==> src/rtl/instr_fetch_if.sv <==
// Fetch-to-ROM and fetch-to-decode signal bundle.
interface instr_fetch_if;
  logic [31:0] rom_addr;
  logic [31:0] rom_data;
  logic        instr_valid;
  logic        instr_ready;
  logic [31:0] instr;
  logic [31:0] pc_out;
  logic [31:0] pc_plus4;
  logic        redirect_valid;
  logic [31:0] redirect_target;
  logic        misalign_err;
  logic        halted;

  // fetch unit side
  modport master (
    output rom_addr, instr_valid, instr, pc_out, pc_plus4, misalign_err, halted,
    input  rom_data, instr_ready, redirect_valid, redirect_target
  );

  // ROM / decode / branch-unit side
  modport slave (
    input  rom_addr, instr_valid, instr, pc_out, pc_plus4, misalign_err, halted,
    output rom_data, instr_ready, redirect_valid, redirect_target
  );
endinterface

==> src/rtl/instr_fetch_unit.sv <==
// PC + fetch stage: drives ROM address, registers the returned word and
// hands it to decode over valid/ready; handles redirect flush and halt.
module instr_fetch_unit #(
  parameter logic [31:0] RESET_PC  = 32'h0000_0000,
  parameter int          ROM_DEPTH = 62
) (
  input  logic          clk,
  input  logic          reset,
  instr_fetch_if.master bus
);
  localparam logic [31:0] LAST_PC = 32'((ROM_DEPTH - 1) * 4);
  localparam logic [31:0] NOP     = 32'h0000_0013;

  typedef enum logic {RUN, HALT} state_t;

  state_t      state_q,    state_d;
  logic [31:0] pc_q,       pc_d;
  logic [31:0] instr_q,    instr_d;
  logic [31:0] pc_out_q,   pc_out_d;
  logic        valid_q,    valid_d;
  logic        misalign_q, misalign_d;
  logic        halted_q,   halted_d;

  logic past_end, advance;

  assign past_end = (pc_q > LAST_PC);
  assign advance  = (state_q == RUN) && !past_end && (!valid_q || bus.instr_ready);

  // Next-state: redirect beats everything, then fetch/stall/drain, then halt.
  always_comb begin
    state_d    = state_q;
    pc_d       = pc_q;
    instr_d    = instr_q;
    pc_out_d   = pc_out_q;
    valid_d    = valid_q;
    halted_d   = halted_q;
    misalign_d = 1'b0;
    if (bus.redirect_valid) begin
      // flush: the in-flight word is dropped even if decode takes it now
      pc_d       = {bus.redirect_target[31:2], 2'b00};
      valid_d    = 1'b0;
      misalign_d = |bus.redirect_target[1:0];
      state_d    = RUN;
      halted_d   = 1'b0;
    end else if (state_q == RUN) begin
      if (advance) begin
        instr_d  = bus.rom_data;
        pc_out_d = pc_q;
        valid_d  = 1'b1;
        pc_d     = pc_q + 32'd4;
      end else if (valid_q && bus.instr_ready) begin
        valid_d = 1'b0;
      end
      // stop only once the last delivered instruction has been consumed
      if (past_end && !valid_q) begin
        state_d  = HALT;
        halted_d = 1'b1;
      end
    end else begin
      valid_d = 1'b0;
    end
  end

  // State registers with synchronous active-low reset.
  always_ff @(posedge clk) begin
    if (!reset) begin
      state_q    <= RUN;
      pc_q       <= RESET_PC;
      instr_q    <= NOP;
      pc_out_q   <= 32'h0;
      valid_q    <= 1'b0;
      misalign_q <= 1'b0;
      halted_q   <= 1'b0;
    end else begin
      state_q    <= state_d;
      pc_q       <= pc_d;
      instr_q    <= instr_d;
      pc_out_q   <= pc_out_d;
      valid_q    <= valid_d;
      misalign_q <= misalign_d;
      halted_q   <= halted_d;
    end
  end

  assign bus.rom_addr     = pc_q;
  assign bus.instr        = instr_q;
  assign bus.pc_out       = pc_out_q;
  assign bus.pc_plus4     = pc_out_q + 32'd4;
  assign bus.instr_valid  = valid_q;
  assign bus.misalign_err = misalign_q;
  assign bus.halted       = halted_q;
endmodule

==> src/flat_wrapper.sv <==
// flat-port wrapper written by rule: the top's interface ports become plain ports
module instr_fetch_unit_flat 
#(
  parameter logic [31:0] RESET_PC  = 32'h0000_0000,
  parameter int          ROM_DEPTH = 62
)
  (clk, reset, bus_rom_addr, bus_instr_valid, bus_instr, bus_pc_out, bus_pc_plus4, bus_misalign_err, bus_halted, bus_rom_data, bus_instr_ready, bus_redirect_valid, bus_redirect_target);
  instr_fetch_if bus_i ();
  input  logic clk;
  input  logic reset;
  output wire logic [$bits(bus_i.rom_addr)-1:0] bus_rom_addr;
  output wire logic [$bits(bus_i.instr_valid)-1:0] bus_instr_valid;
  output wire logic [$bits(bus_i.instr)-1:0] bus_instr;
  output wire logic [$bits(bus_i.pc_out)-1:0] bus_pc_out;
  output wire logic [$bits(bus_i.pc_plus4)-1:0] bus_pc_plus4;
  output wire logic [$bits(bus_i.misalign_err)-1:0] bus_misalign_err;
  output wire logic [$bits(bus_i.halted)-1:0] bus_halted;
  input wire logic [$bits(bus_i.rom_data)-1:0] bus_rom_data;
  input wire logic [$bits(bus_i.instr_ready)-1:0] bus_instr_ready;
  input wire logic [$bits(bus_i.redirect_valid)-1:0] bus_redirect_valid;
  input wire logic [$bits(bus_i.redirect_target)-1:0] bus_redirect_target;
  assign bus_rom_addr = bus_i.rom_addr;
  assign bus_instr_valid = bus_i.instr_valid;
  assign bus_instr = bus_i.instr;
  assign bus_pc_out = bus_i.pc_out;
  assign bus_pc_plus4 = bus_i.pc_plus4;
  assign bus_misalign_err = bus_i.misalign_err;
  assign bus_halted = bus_i.halted;
  assign bus_i.rom_data = bus_rom_data;
  assign bus_i.instr_ready = bus_instr_ready;
  assign bus_i.redirect_valid = bus_redirect_valid;
  assign bus_i.redirect_target = bus_redirect_target;
  instr_fetch_unit #(.RESET_PC(RESET_PC), .ROM_DEPTH(ROM_DEPTH)) u_core (.clk(clk), .reset(reset), .bus(bus_i));
endmodule
==> config.mk <==
export PLATFORM = sky130hd
export DESIGN_NAME = instr_fetch_unit_flat
export DESIGN_NICKNAME = d
export VERILOG_FILES = /design/src/rtl/instr_fetch_if.sv /design/src/rtl/instr_fetch_unit.sv /design/src/flat_wrapper.sv
export SDC_FILE = /design/constraint.sdc
export NUM_CORES = 1
export LEC_CHECK = 0
export CORE_AREA = 4 4 117 119
export DETAILED_ROUTE_END_ITERATION = 10
export DIE_AREA = 0 0 121 123
export HOLD_SLACK_MARGIN = 0.1
export PLACE_DENSITY = 0.7
export SLEW_MARGIN = 20
export SYNTH_ARGS = -nofsm -noshare
export SYNTH_HDL_FRONTEND = slang
export SYNTH_SLANG_ARGS = --single-unit
export TNS_END_PERCENT = 10
==> constraint.sdc <==
create_clock -name clk -period 2.5 [get_ports clk]
set_input_delay 0.5 -clock clk [delete_from_list [all_inputs] [get_ports clk]]
set_output_delay 0.5 -clock clk [all_outputs]
set_load 0.005 [all_outputs]
---- After elaboration in Yosys (flattened, before gate mapping) ----
Index checks and enable logic that the tools add are counted.
cells by class
  add/subtract/negate cells ............... 2
  magnitude comparators ................... 1
  equality and inequality tests ........... 1
  muxes and demuxes ....................... 7
  bitwise operators ....................... 3
  reduce and logical (&&, ||, !) cells .... 17
operators by type and width
  operator               number
  $mux 32                3
  $add 32x3->32 const B  2
  $gt 32x8->1 const B    1
  $reduce_and 2->1       4
  $logic_and 1x1->1      4
  $mux 1                 4
  $reduce_bool 2->1      2
  $reduce_or 2->1        2
  $not 1->1              3
  $reduce_and 3->1       1
  $reduce_or 3->1        1
  $logic_not 1->1        2
  $ne 2x2->1 const B     1
  $logic_or 1x1->1       1
word-level totals
  flip-flop bits (word level) ............. 100
  input port bits ......................... 68
  output and inout bits ................... 131
  logic and storage cells ................. 39

---- Longest topological paths before layout ----
Gate-level depths: netlist of the first run.
  word-level depth ........................ 7
  mapped depth ............................ 8
  mapped depth without buffers ............ 6

---- Worst setup path before layout of the first run ----
Ideal clock, no wire load.
  path type ............................... reg-to-output
  from .................................... register u_core.pc_out_q[4], in the netlist u_core.bus.pc_out[4]
  to ...................................... output port bus_pc_plus4[30]
  arrival ................................. 1.550 ns
  required time ........................... 2.000 ns
  path slack .............................. 0.450 ns
  cell stages (with the launch flop) ...... 6
  path buffers ............................ 1
  path through ............................ dfxtp_1 and4_1 clkbuf_1 nand4_1 nor4_1 xor2_1
between the ends
  cells in the longest elaborated chain, start to end .. 1
RTL lines
  item                      line                    text
  start: declaration        instr_fetch_unit.sv:19  logic [31:0] pc_out_q, pc_out_d;
  start signal: assignment  instr_fetch_unit.sv:78  pc_out_q <= pc_out_d;
  $add 32x3->32             instr_fetch_unit.sv:88  assign bus.pc_plus4 = pc_out_q + 32'd4;
  end: declaration          flat_wrapper.sv:15      output wire logic [$bits(bus_i.pc_plus4)-1:0] bus_pc_plus4;
Every way passes these cells.

---- Final worst setup path of the first run ----
  from .................................... register u_core.pc_out_q[15], in the netlist u_core.bus.pc_out[15]
  to ...................................... output port bus_pc_plus4[23]
Same word-level chain as after synthesis.

==> summary.txt, run 1 <==
==========================================================================================
Area of the core                                                                 12600 µm²
Io pins                                                                                199
DRT Pass-1 Iters                                                                         4
RSZ-0062 raised after global routing                                                  true
Residual antenna-violating net count after detailed routing                              0
Final worst path period share                                                         100%
Total global routing overflow                                                            0
Final-report setup violation count                                                       2
Hold Path Depth                                                                          2
Achievable Freq                                                                    399 MHz
CTS sink count                                                                          96
Outcome                                                                       complete, but fails checks
Max-Slew Margin vs Limit                                                             66.9%
Hold path start                                                               u_core.bus.halted
Critical register-to-register path startpoint                                 u_core.bus.rom_addr[12]
Worst hold path class                                                              reg2reg
CP max-delay cell                                                             clkdlybuf4s50_1
Met2 routed WL                                                                     7300 µm
Required time reported for the critical path endpoint                              2.00 ns
Critical Path Sink Type                                                         output pin
Top layer used by detailed routing                                                    met4
Clock edge transition at the registers on the reported setup and hold paths        0.06 ns
Sort of element at the start of the critical path                                     flop
Final net count                                                                        761
Power density relative to cell area                                             501 nW/µm²
Data arrival time of the critical path                                             2.01 ns
Most common cell after layout, fill and taps aside                            clkdlybuf4s50_1
Pin count of the biggest net entering global routing                                    43
Number of diodes                                                                         0
Most frequent cells in the layout                                             176 x clkdlybuf4s50_1, 92 x dfxtp_1, 47 x nand4_1
Series of cell instances along the critical path                              and4_4 -> and4_2 -> nand4_1 -> xnor2_1 -> clkdlybuf4s50_1
Die area                                                                         14900 µm²
Final worst slack                                                              -0.00867 ns
Clk root buf                                                                     clkbuf_16
Global placement routability congestion                                              0.935
Number of port buffers                                                                 192
Post-route cell area                                                              7080 µm²
Worst-margin pin slew                                                             0.494 ns
Met3 wire len                                                                      1250 µm
Number of DRC violations after detailed-routing iteration 0                            292
Number of global-route vias before repair                                             4808
Count of different cell masters after synthesis                                         36
Fill cell instance count of the final layout                                          1111
Via count of the routed design                                                        4636
Register-to-Register Setup Slack                                                   0.28 ns
Horizontal die dimension                                                            121 µm
Proportion of layout cells with a drive suffix above 1                               12.6%
Worst VDD drop                                                                      269 µV
Summed negative setup slack over all endpoints                                  -0.0157 ns
Seq cells post-synth                                                                    96
Sum of routed wire length over all layers                                         15300 µm
Fraction of the core area covered by cells at the end of the flow                    56.3%
Syn Area/Cell                                                                     8.93 µm²
Worst hold margin                                                                 0.454 ns
Wire length per cell                                                               17.7 µm
Worst Reg2Reg Path Length in Cells                                                       5
Yosys warns                                                                              0
CP Class                                                                           reg2out
End of the worst register-to-register path                                    u_core.bus.instr[15]
Count of pins over their slew limit                                                      0
Number of failing hold endpoints at the final stage                                      0
Placed cell area                                                                  6610 µm²
Max incr delay on CP                                                               0.52 ns
Leakage                                                                            2.86 nW
Portion of the post-synthesis area used by sequential elements                       43.8%
Wire length of the first global-routing pass                                      24200 µm
Met1 wire length                                                                   6410 µm
Detailed placement HPWL                                                           11000 µm
Longest Clk Path Bufs                                                                    2
All-Layer GR Usage                                                                   20.1%
Final critical-path required period                                                2.51 ns
Row count                                                                               41
Clock network latency to the later pin of the worst-skew pair                      0.34 ns
Drc violations                                                                           0
Number of antenna violations at the first check in global routing                        0
Violated checks                                                               setup timing
Endpoint of the worst hold-timing path                                        u_core.bus.halted
Worst clock skew                                                                0.00811 ns
Floorplan die height                                                                123 µm
Netlist Area Pre-Place                                                            4390 µm²
CTS tree                                                                             built
Cell count after synthesis                                                             491
Number of H-tree levels                                                                  3
Highest fanout seen on the critical path                                                 4
Via count normalized by instance count                                                5.36
Clock buffers created by TritonCTS                                                       9
Layout overhead on the synthesized area                                              61.3%
Effective utilization at floorplan                                                   34.9%
Maximum Capacitance Violations                                                           0
==========================================================================================
==> area by class of cell <==
| class | instances | area (µm²) | area share [%] |
|---|---|---|---|
| Sequential cell | 96 | 1930 | 27.3 |
| Multi-Input combinational cell | 337 | 2310 | 32.6 |
| Clock inverter | 3 | 65.1 | 0.920 |
| Timing Repair Buffer | 236 | 2270 | 32.1 |
| Tap cell | 172 | 215 | 3.04 |
| Inverter | 9 | 33.8 | 0.477 |
| Clock buffer | 12 | 256 | 3.63 |
==> through the flow <==
stage	setup WS, ns	std cells	power, mW
6_report	-0.00867	865	3.54
4_1_cts	-0.0726	865	3.58
3_3_place_gp	0.106	847	2.09
2_1_floorplan	0.450	496	1.86
5_1_grt	-0.131	865	3.70
3_5_place_dp	0.0254	847	2.10
==> power by group <==
part / internal [mW] / switching (mW) / total (mW)
Sequential: 1.56 / 0.0362 / 1.60
Combinational: 0.228 / 0.244 / 0.472
Clock: 0.924 / 0.549 / 1.47
==> state kept, by name (all words and copies together), names as in the netlist <==
name	flops
u_core.bus.rom_addr	30
u_core.state_q	1
u_core.bus.pc_out	30
u_core.bus.instr	32
u_core.bus.instr_valid	1
u_core.bus.halted	1
u_core.bus.misalign_err	1
==> worst max-delay path, delay by kind of cell (launching register included) <==
family | cells | cell delay (ns)
xor+xnor | 1 | 0.15
buf+inv | 1 | 0.52
flops | 1 | 0.35
simple gates | 3 | 0.65
==> how the worst max path moves through the flow <==
stage                               start                to  slack (ns)  depth (start not counted)
global placement    u_core.bus.pc_out[15]  bus_pc_plus4[31]        0.11                          5
global route         u_core.bus.pc_out[9]  bus_pc_plus4[22]       -0.13                          6
floorplan            u_core.bus.pc_out[4]  bus_pc_plus4[30]        0.45                          5
CTS                  u_core.bus.pc_out[7]  bus_pc_plus4[11]       -0.07                          6
detailed placement  u_core.bus.pc_out[15]  bus_pc_plus4[26]        0.03                          5
finish              u_core.bus.pc_out[15]  bus_pc_plus4[23]      -0.009                          5
==> kinds of logic (layout without fill, tap and decap cells) <==
group / after synthesis / count (layout) / share of synthesized area, %
XOR/XNOR: 28 / 28 / 5.59
flip-flops: 96 / 96 / 43.8
AND/OR/NAND/NOR: 176 / 176 / 22.6
multiplexers: 23 / 23 / 5.25
other: 1 / 6 / 0.0855
AO/OA/AOI/OAI: 100 / 100 / 14.7
adder cells (fa/ha/maj): 4 / 4 / 1.14
buffers and inverters: 63 / 260 / 6.79
==> layer usage <==
| layer | GRT usage, % | up-vias |
|---|---|---|
| met2 | 34.0 | 227 |
| met4 | 8.50 | 0 |
| li1 | - | 2204 |
| met1 | 24.2 | 2179 |
| met5 | 0 | - |
| met3 | 5.49 | 26 |
==> synthesized netlist by cell type, drive strengths merged <==
library cell | number | area share, %
a31oi | 5 | 0.71
nand3 | 14 | 1.6
nand2 | 13 | 1.1
inv | 9 | 0.77
o21ai | 9 | 1.0
and2 | 2 | 0.29
xnor2 | 16 | 3.2
a211o | 3 | 0.60
nor3 | 12 | 1.4
conb | 1 | 0.085
nor2 | 30 | 2.6
clkbuf | 35 | 3.0
o211ai | 1 | 0.17
a311oi | 4 | 0.80
a21oi | 39 | 4.4
a21o | 1 | 0.17
nor3b | 2 | 0.34
nor2b | 3 | 0.43
xor2 | 12 | 2.4
dfxtp | 96 | 44
nand4 | 47 | 6.7
o31ai | 37 | 6.3
and4 | 9 | 1.8
nand2b | 1 | 0.14
nor4 | 12 | 1.7
or4 | 2 | 0.43
and3 | 29 | 4.1
mux2i | 23 | 5.2
a211oi | 1 | 0.46
buf | 19 | 3.0
ha | 4 | 1.1
==> what timing repair did <==
action	4_1_cts	5_1_grt
gates cloned	0	0
setup buffers	3	0
pin swaps	7	0
hold buffers	0	0
resized for setup	39	7
setup endpoints to repair	21	11
(Power assumes the default switching activity.)
==> inputs of run 2 (changes only) <==
--- a/config.mk
+++ b/config.mk
@@ -5,11 +5,13 @@
 export SDC_FILE = /design/constraint.sdc
 export NUM_CORES = 1
 export LEC_CHECK = 0
-export CORE_AREA = 4 4 117 119
+export CELL_PAD_IN_SITES_DETAIL_PLACEMENT = 1
+export CELL_PAD_IN_SITES_GLOBAL_PLACEMENT = 1
+export CORE_AREA = 2 2 124 126
 export DETAILED_ROUTE_END_ITERATION = 10
-export DIE_AREA = 0 0 121 123
+export DIE_AREA = 0 0 126 128
 export HOLD_SLACK_MARGIN = 0.1
-export PLACE_DENSITY = 0.7
+export PLACE_DENSITY = 0.81
 export SLEW_MARGIN = 20
 export SYNTH_ARGS = -nofsm -noshare
 export SYNTH_HDL_FRONTEND = slang
==> run 2 against run 1 <==
Routed wire length increased by 9.9%. Flip-flop and latch count unchanged. Combinational power increased by 2%. Maximum frequency increased by 2.1%. Register-to-register slack improved by 0.09 ns. Clock-buffer cell count decreased by 3. Sequential share of layout area decreased by 0.20 points. The flow now finishes without violations. Highest routed layer unchanged. Largest power group unchanged.
==> summary.txt, run 2 (synthesis gave the netlist of run 1 again) <==
==========================================================================================
Outcome                                                                       complete, no violations   was complete, but fails checks
Final-report setup violation count                                                       0   was 2
Proportion of layout cells with a drive suffix above 1                               13.5%   was 12.6%
Row count                                                                               45   was 41
Relative contribution of sequential cells to total power                             44.9%   was 45.1%
Number of failing hold endpoints at the final stage                                      0   unchanged
Number of H-tree levels                                                                  3   unchanged
Clock group share of total power                                                     41.6%   was 41.5%
Number of DRC violations after detailed-routing iteration 0                            128   was 292
Number of port buffers                                                                 192   unchanged
Sort of element at the start of the critical path                                     flop   unchanged
Clock network latency to the later pin of the worst-skew pair                      0.35 ns   was 0.34 ns
Maximum Capacitance Violations                                                           0   unchanged
Via count normalized by instance count                                                5.31   was 5.36
Die area                                                                         16100 µm²   was 14900 µm²
Most frequent cells in the layout                                             169 x clkdlybuf4s50_1, 90 x dfxtp_1, 47 x nand4_1   was 176 x clkdlybuf4s50_1, 92 x dfxtp_1, 47 x nand4_1
Wire length per cell                                                               19.0 µm   was 17.7 µm
Horizontal die dimension                                                            126 µm   was 121 µm
DRT Pass-1 Iters                                                                         5   was 4
Residual antenna-violating net count after detailed routing                              0   unchanged
All-Layer GR Usage                                                                   20.3%   was 20.1%
Combinational share of power                                                         13.5%   was 13.3%
Switching share of power                                                             25.1%   was 23.4%
Io pins                                                                                199   unchanged
Number of flip-flops under the largest register name                                    32   unchanged
Summed negative setup slack over all endpoints                                        0 ns   was -0.0157 ns
Final worst path period share                                                        98.3%   was 100%
Layout overhead on the synthesized area                                              62.5%   was 61.3%
Worst VDD drop                                                                      326 µV   was 269 µV
Count of pins over their slew limit                                                      0   unchanged
Clk root buf                                                                     clkbuf_16   unchanged
Number of global-route vias before repair                                             5001   was 4808
Fraction of the core area covered by cells at the end of the flow                    48.0%   was 56.3%
Number of diodes                                                                         0   unchanged
Final net count                                                                        764   was 761
Clock buffers created by TritonCTS                                                       9   unchanged
Worst clock skew                                                                 0.0107 ns   was 0.00811 ns
Highest fanout seen on the critical path                                                 8   was 4
M1 GR Usage                                                                          22.1%   was 24.2%
Switching power summed over all nets                                              0.894 mW   was 0.828 mW
Hold bufs inserted after CTS                                                             0   unchanged
Pin count of the biggest net entering global routing                                    56   was 43
Detailed placement HPWL                                                           12200 µm   was 11000 µm
Longest Clk Path Bufs                                                                    2   unchanged
Floorplan die height                                                                128 µm   was 123 µm
Most congested layer reported by global routing                                       met2   unchanged
Internal power component                                                           2.67 mW   was 2.72 mW
Final critical-path required period                                                2.46 ns   was 2.51 ns
Area of the core                                                                 14900 µm²   was 12600 µm²
Critical Path Sink Type                                                         output pin   unchanged
M2 GR Usage                                                                          36.3%   was 34.0%
Global placement routability congestion                                              0.874   was 0.935
Drc violations                                                                           0   unchanged
Most common cell after layout, fill and taps aside                            clkdlybuf4s50_1   unchanged
Required time reported for the critical path endpoint                              2.00 ns   about the same
CTS sink count                                                                          96   unchanged
Leakage                                                                            2.94 nW   was 2.86 nW
Number of antenna violations at the first check in global routing                        0   unchanged
Effective utilization at floorplan                                                   29.5%   was 34.9%
CTS tree                                                                             built   unchanged
Clock edge transition at the registers on the reported setup and hold paths        0.07 ns   was 0.06 ns
Via count of the routed design                                                        4701   was 4636
Power density relative to cell area                                             500 nW/µm²   was 501 nW/µm²
Wire length of the first global-routing pass                                      26200 µm   was 24200 µm
Data arrival time of the critical path                                             1.96 ns   was 2.01 ns
Sum of routed wire length over all layers                                         16800 µm   was 15300 µm
Met3 track demand over resource                                                      6.72%   was 5.49%
RSZ-0062 raised after global routing                                                  true   unchanged
Total global routing overflow                                                            0   unchanged
Achievable Freq                                                                    407 MHz   was 399 MHz
Worst hold path class                                                              reg2reg   unchanged
Fill cell instance count of the final layout                                          1680   was 1111
CP Class                                                                           reg2out   unchanged
==========================================================================================
[run 2: changes by cell type in the layout (fill, tap and decap cells not counted), moves of 2 or more]
cell,previous run,this run
clkdlybuf4s50_1,176,169
clkinvlp_4,0,2
dfxtp_1,92,90
clkbuf_8,2,0
dlygate4sd2_1,11,16
dfxtp_2,3,6
[run 2: final cells by class]
type | count | area (µm²) | area share, %
multi-input combinational | 337 | 2310 | 32.4
tap | 188 | 235 | 3.30
timing repair buffer | 239 | 2300 | 32.2
clock inverter | 7 | 93.8 | 1.32
sequential | 96 | 1930 | 27.1
clock buffer | 9 | 225 | 3.16
inverter | 9 | 33.8 | 0.474
[run 2: worst paths after layout]
path / from / slack [ns] / cells past startpoint / to
hold / removal: u_core.bus.halted / 0.45 / 2 / u_core.bus.halted
setup reg to reg: u_core.bus.rom_addr[2] / 0.37 / 7 / u_core.bus.pc_out[3]
setup / recovery: u_core.bus.pc_out[7] / 0.04 / 7 / bus_pc_plus4[24]
hold reg to reg: u_core.bus.halted / 0.45 / 2 / u_core.bus.halted
[run 2: what timing repair did]
action,CTS,global route
setup buffers,2,0
pin swaps,4,3
endpoints found under the setup margin,22,10
gates resized for setup,46,11
gates cloned,0,0
[run 2: critical path: stages, from the launching register on]
cell           delay, ns
dfxtp_1             0.34
and4_4              0.25
buf_4               0.15
nand4_1             0.11
buf_6               0.17
nor3_2              0.13
xor2_1              0.20
dlygate4sd2_1       0.26
[run 2: routing by layer]
layer	share of wire [%]	up-vias
met4	2.3	0
met5	0	-
met3	8.2	25
li1	-	2208
met1	40	2288
met2	49	180
[run 2: power groups by stage]
stage               Sequential, mW  Clock (mW)  Combinational (mW)
finish                        1.60        1.48               0.480
global route                  1.61        1.58               0.517
CTS                           1.60        1.52               0.481
detailed placement            1.64           0               0.478
global placement              1.63           0               0.467
floorplan                     1.63           0               0.232
[run 2: through the flow]
step           hold WS, ns  instance area [µm²]  setup slack (ns)  std cells  total power, mW
4_1_cts              0.462                 7100            -0.176        885             3.61
3_5_place_dp         0.452                 6680           -0.0846        867             2.11
2_1_floorplan        0.442                 4410             0.450        496             1.86
6_report             0.452                 7130            0.0434        885             3.57
3_3_place_gp         0.445                 6680            0.0644        867             2.10
5_1_grt              0.487                 7130           -0.0459        885             3.70
==> inputs of run 3 (changes only) <==
--- a/config.mk
+++ b/config.mk
@@ -10,6 +10,7 @@
 export CORE_AREA = 2 2 124 126
 export DETAILED_ROUTE_END_ITERATION = 10
 export DIE_AREA = 0 0 126 128
+export GPL_TIMING_DRIVEN = 0
 export HOLD_SLACK_MARGIN = 0.1
 export PLACE_DENSITY = 0.81
 export SLEW_MARGIN = 20
==> run 3 against run 2 <==
The flow now finishes with violations (setup timing). Non-clock buffer count rose by 11. Power is 2.1% lower. Clock-buffer cell count increased by 1. Routed wire length rose by 1.2%. Final cell count grew 1.2%. Flip-flop and latch count stayed put. Combinational power grew 4.8%. Largest power group unchanged. Highest routed layer unchanged.
==> summary.txt, run 3 (synthesis gave the netlist of run 1 again) <==
==========================================================================================
Die area                                                                         16100 µm²   unchanged
CP Class                                                                           reg2out   unchanged
Number of port buffers                                                                 191   was 192
Final worst slack                                                                -0.118 ns   was 0.0434 ns
Series of cell instances along the critical path                              and4_4 -> nand4_1 -> buf_4 -> nor3_2 -> xor2_1 -> clkdlybuf4s50_1   was and4_4 -> buf_4 -> nand4_1 -> buf_6 -> nor3_2 -> xor2_1 -> dlygate4sd2_1
Row count                                                                               45   unchanged
Max-Slew Margin vs Limit                                                             52.1%
Cell Count Post-Placement                                                              875   was 867
Switching power summed over all nets                                              0.894 mW   about the same
Highest fanout seen on the critical path                                                 6   was 8
Io pins                                                                                199   unchanged
Wire length of the first global-routing pass                                      26300 µm   was 26200 µm
Floorplan die height                                                                128 µm   unchanged
Maximum Capacitance Violations                                                           0   unchanged
Layout overhead on the synthesized area                                              61.8%   was 62.5%
CTS tree                                                                             built   unchanged
Residual antenna-violating net count after detailed routing                              0   unchanged
Final-report setup violation count                                                       6   was 0
Violated checks                                                               setup timing
Final instance count without filler cells                                              896   was 885
Count of pins over their slew limit                                                      0   unchanged
Leakage                                                                            2.79 nW   was 2.94 nW
Final critical-path required period                                                2.62 ns   was 2.46 ns
Global placement routability congestion                                              0.835   was 0.874
Fraction of the core area covered by cells at the end of the flow                    47.8%   was 48.0%
Kind of cell adding the most delay to the critical path                       buffers and inverters   unchanged
Worst VDD drop                                                                      378 µV   was 326 µV
Clk root buf                                                                     clkbuf_16   unchanged
Hold bufs inserted after CTS                                                             0   unchanged
Area of the core                                                                 14900 µm²   unchanged
Sum of routed wire length over all layers                                         17000 µm   was 16800 µm
CTS sink count                                                                          96   unchanged
Pin count of the biggest net entering global routing                                    17   was 56
Most frequent cells in the layout                                             177 x clkdlybuf4s50_1, 73 x dfxtp_1, 47 x nand4_1   was 169 x clkdlybuf4s50_1, 90 x dfxtp_1, 47 x nand4_1
Effective utilization at floorplan                                                   29.5%   unchanged
Number of DRC violations after detailed-routing iteration 0                            149   was 128
Clock buffers created by TritonCTS                                                       9   unchanged
Required time reported for the critical path endpoint                              2.00 ns   about the same
Outcome                                                                       complete, but fails checks   was complete, no violations
Most common cell after layout, fill and taps aside                            clkdlybuf4s50_1   unchanged
Internal power component                                                           2.60 mW   was 2.67 mW
Total global routing overflow                                                            0   unchanged
Number of H-tree levels                                                                  3   unchanged
DRT Pass-1 Iters                                                                         4   was 5
Summed negative setup slack over all endpoints                                   -0.412 ns   was 0 ns
Combinational share of power                                                         14.4%   was 13.5%
Relative contribution of sequential cells to total power                             45.6%   was 44.9%
Power density relative to cell area                                             492 nW/µm²   was 500 nW/µm²
Horizontal die dimension                                                            126 µm   unchanged
Number of diodes                                                                         0   unchanged
Via count of the routed design                                                        4657   was 4701
All-Layer GR Usage                                                                   20.4%   was 20.3%
Post-route cell area                                                              7100 µm²   was 7130 µm²
Detailed placement HPWL                                                           13100 µm   was 12200 µm
Longest Clk Path Bufs                                                                    2   unchanged
Switching share of power                                                             25.6%   was 25.1%
RSZ-0062 raised after global routing                                                  true   unchanged
Proportion of layout cells with a drive suffix above 1                               13.0%   was 13.5%
Clock edge transition at the registers on the reported setup and hold paths        0.07 ns   about the same
Critical Path Sink Type                                                         output pin   unchanged
Worst clock skew                                                                 0.0108 ns   was 0.0107 ns
Clock group share of total power                                                     40.0%   was 41.6%
Worst slack at placement                                                         -0.481 ns   was -0.0846 ns
Worst hold path class                                                              reg2reg   unchanged
Number of flip-flops under the largest register name                                    32   unchanged
Number of antenna violations at the first check in global routing                        0   unchanged
Sort of element at the start of the critical path                                     flop   unchanged
Data arrival time of the critical path                                             2.12 ns   was 1.96 ns
CP max-delay cell                                                             clkdlybuf4s50_1   was dfxtp_1
Worst-margin pin slew                                                             0.718 ns
Placed cell area                                                                  6550 µm²   was 6680 µm²
WP buf/inv                                                                               2   was 3
Worst hold margin                                                                 0.457 ns   was 0.452 ns
Final worst path period share                                                         105%   was 98.3%
Number of global-route vias before repair                                             5046   was 5001
Drc violations                                                                           0   unchanged
Total Power                                                                        3.49 mW   was 3.57 mW
Final net count                                                                        775   was 764
Via count normalized by instance count                                                5.20   was 5.31
Achievable Freq                                                                    382 MHz   was 407 MHz
Number of failing hold endpoints at the final stage                                      0   unchanged
Clock network latency to the later pin of the worst-skew pair                      0.34 ns   was 0.35 ns
Wire length per cell                                                               19.0 µm   about the same
Max incr delay on CP                                                               0.52 ns   was 0.34 ns
==========================================================================================
==> run 3: changes by cell type in the layout (fill, tap and decap cells not counted), moves of 3 or more <==
cell             change
dfxtp_1             -17
clkdlybuf4s50_1      +8
buf_12               -3
dfxtp_2              +6
dlygate4sd2_1        -9
buf_2                +6
dfxtp_4             +11
buf_6                +3
buf_4               -29
clkbuf_1            +31
==> run 3: cell type report <==
class	count	area (µm²)
Buffer	51	255
Clock inverter	6	66.3
Clock buffer	10	239
Multi-Input combinational cell	337	2320
Tap cell	188	235
Inverter	9	33.8
Timing Repair Buffer	199	1970
Sequential cell	96	1980
Fill cell	1713	7760
==> run 3: metal layers <==
metal	vias up	track usage, %	wire (µm)
li1	2236	-	-
met1	2230	22.9	6810
met2	178	37.4	8620
met3	13	6.43	1370
met4	0	5.11	195
met5	-	0	0
==> run 3: worst reg2reg max path: stages (launching register included) <==
cell and delay (ns):
dfxtp_1 0.33, nor4_1 0.42, and4_1 0.27, buf_1 0.26, clkbuf_1 0.46, a311oi_1 0.20
nor3b_1 0.22
==> run 3: path summary, 6_finish.rpt <==
check                                             start                     end  slack, ns  depth (start not counted)
worst min register to register        u_core.bus.halted       u_core.bus.halted       0.46                          2
worst max-delay path               u_core.bus.pc_out[6]        bus_pc_plus4[22]      -0.12                          6
worst max register to register  u_core.bus.rom_addr[19]  u_core.bus.rom_addr[7]       0.27                          6
worst min-delay path                  u_core.bus.halted       u_core.bus.halted       0.46                          2
==> run 3: power by group through the flow <==
stage,logic [mW],clock network (mW),registers (mW)
finish,0.503,1.40,1.59
global route,0.541,1.50,1.59
CTS,0.503,1.43,1.60
detailed placement,0.500,0,1.64
global placement,0.486,0,1.64
floorplan,0.232,0,1.63
==> run 3: timing repair <==
action,in CTS,in global routing
buffers inserted,4,4
endpoints found under the setup margin,25,34
pin swaps,3,3
gates resized for setup,54,31
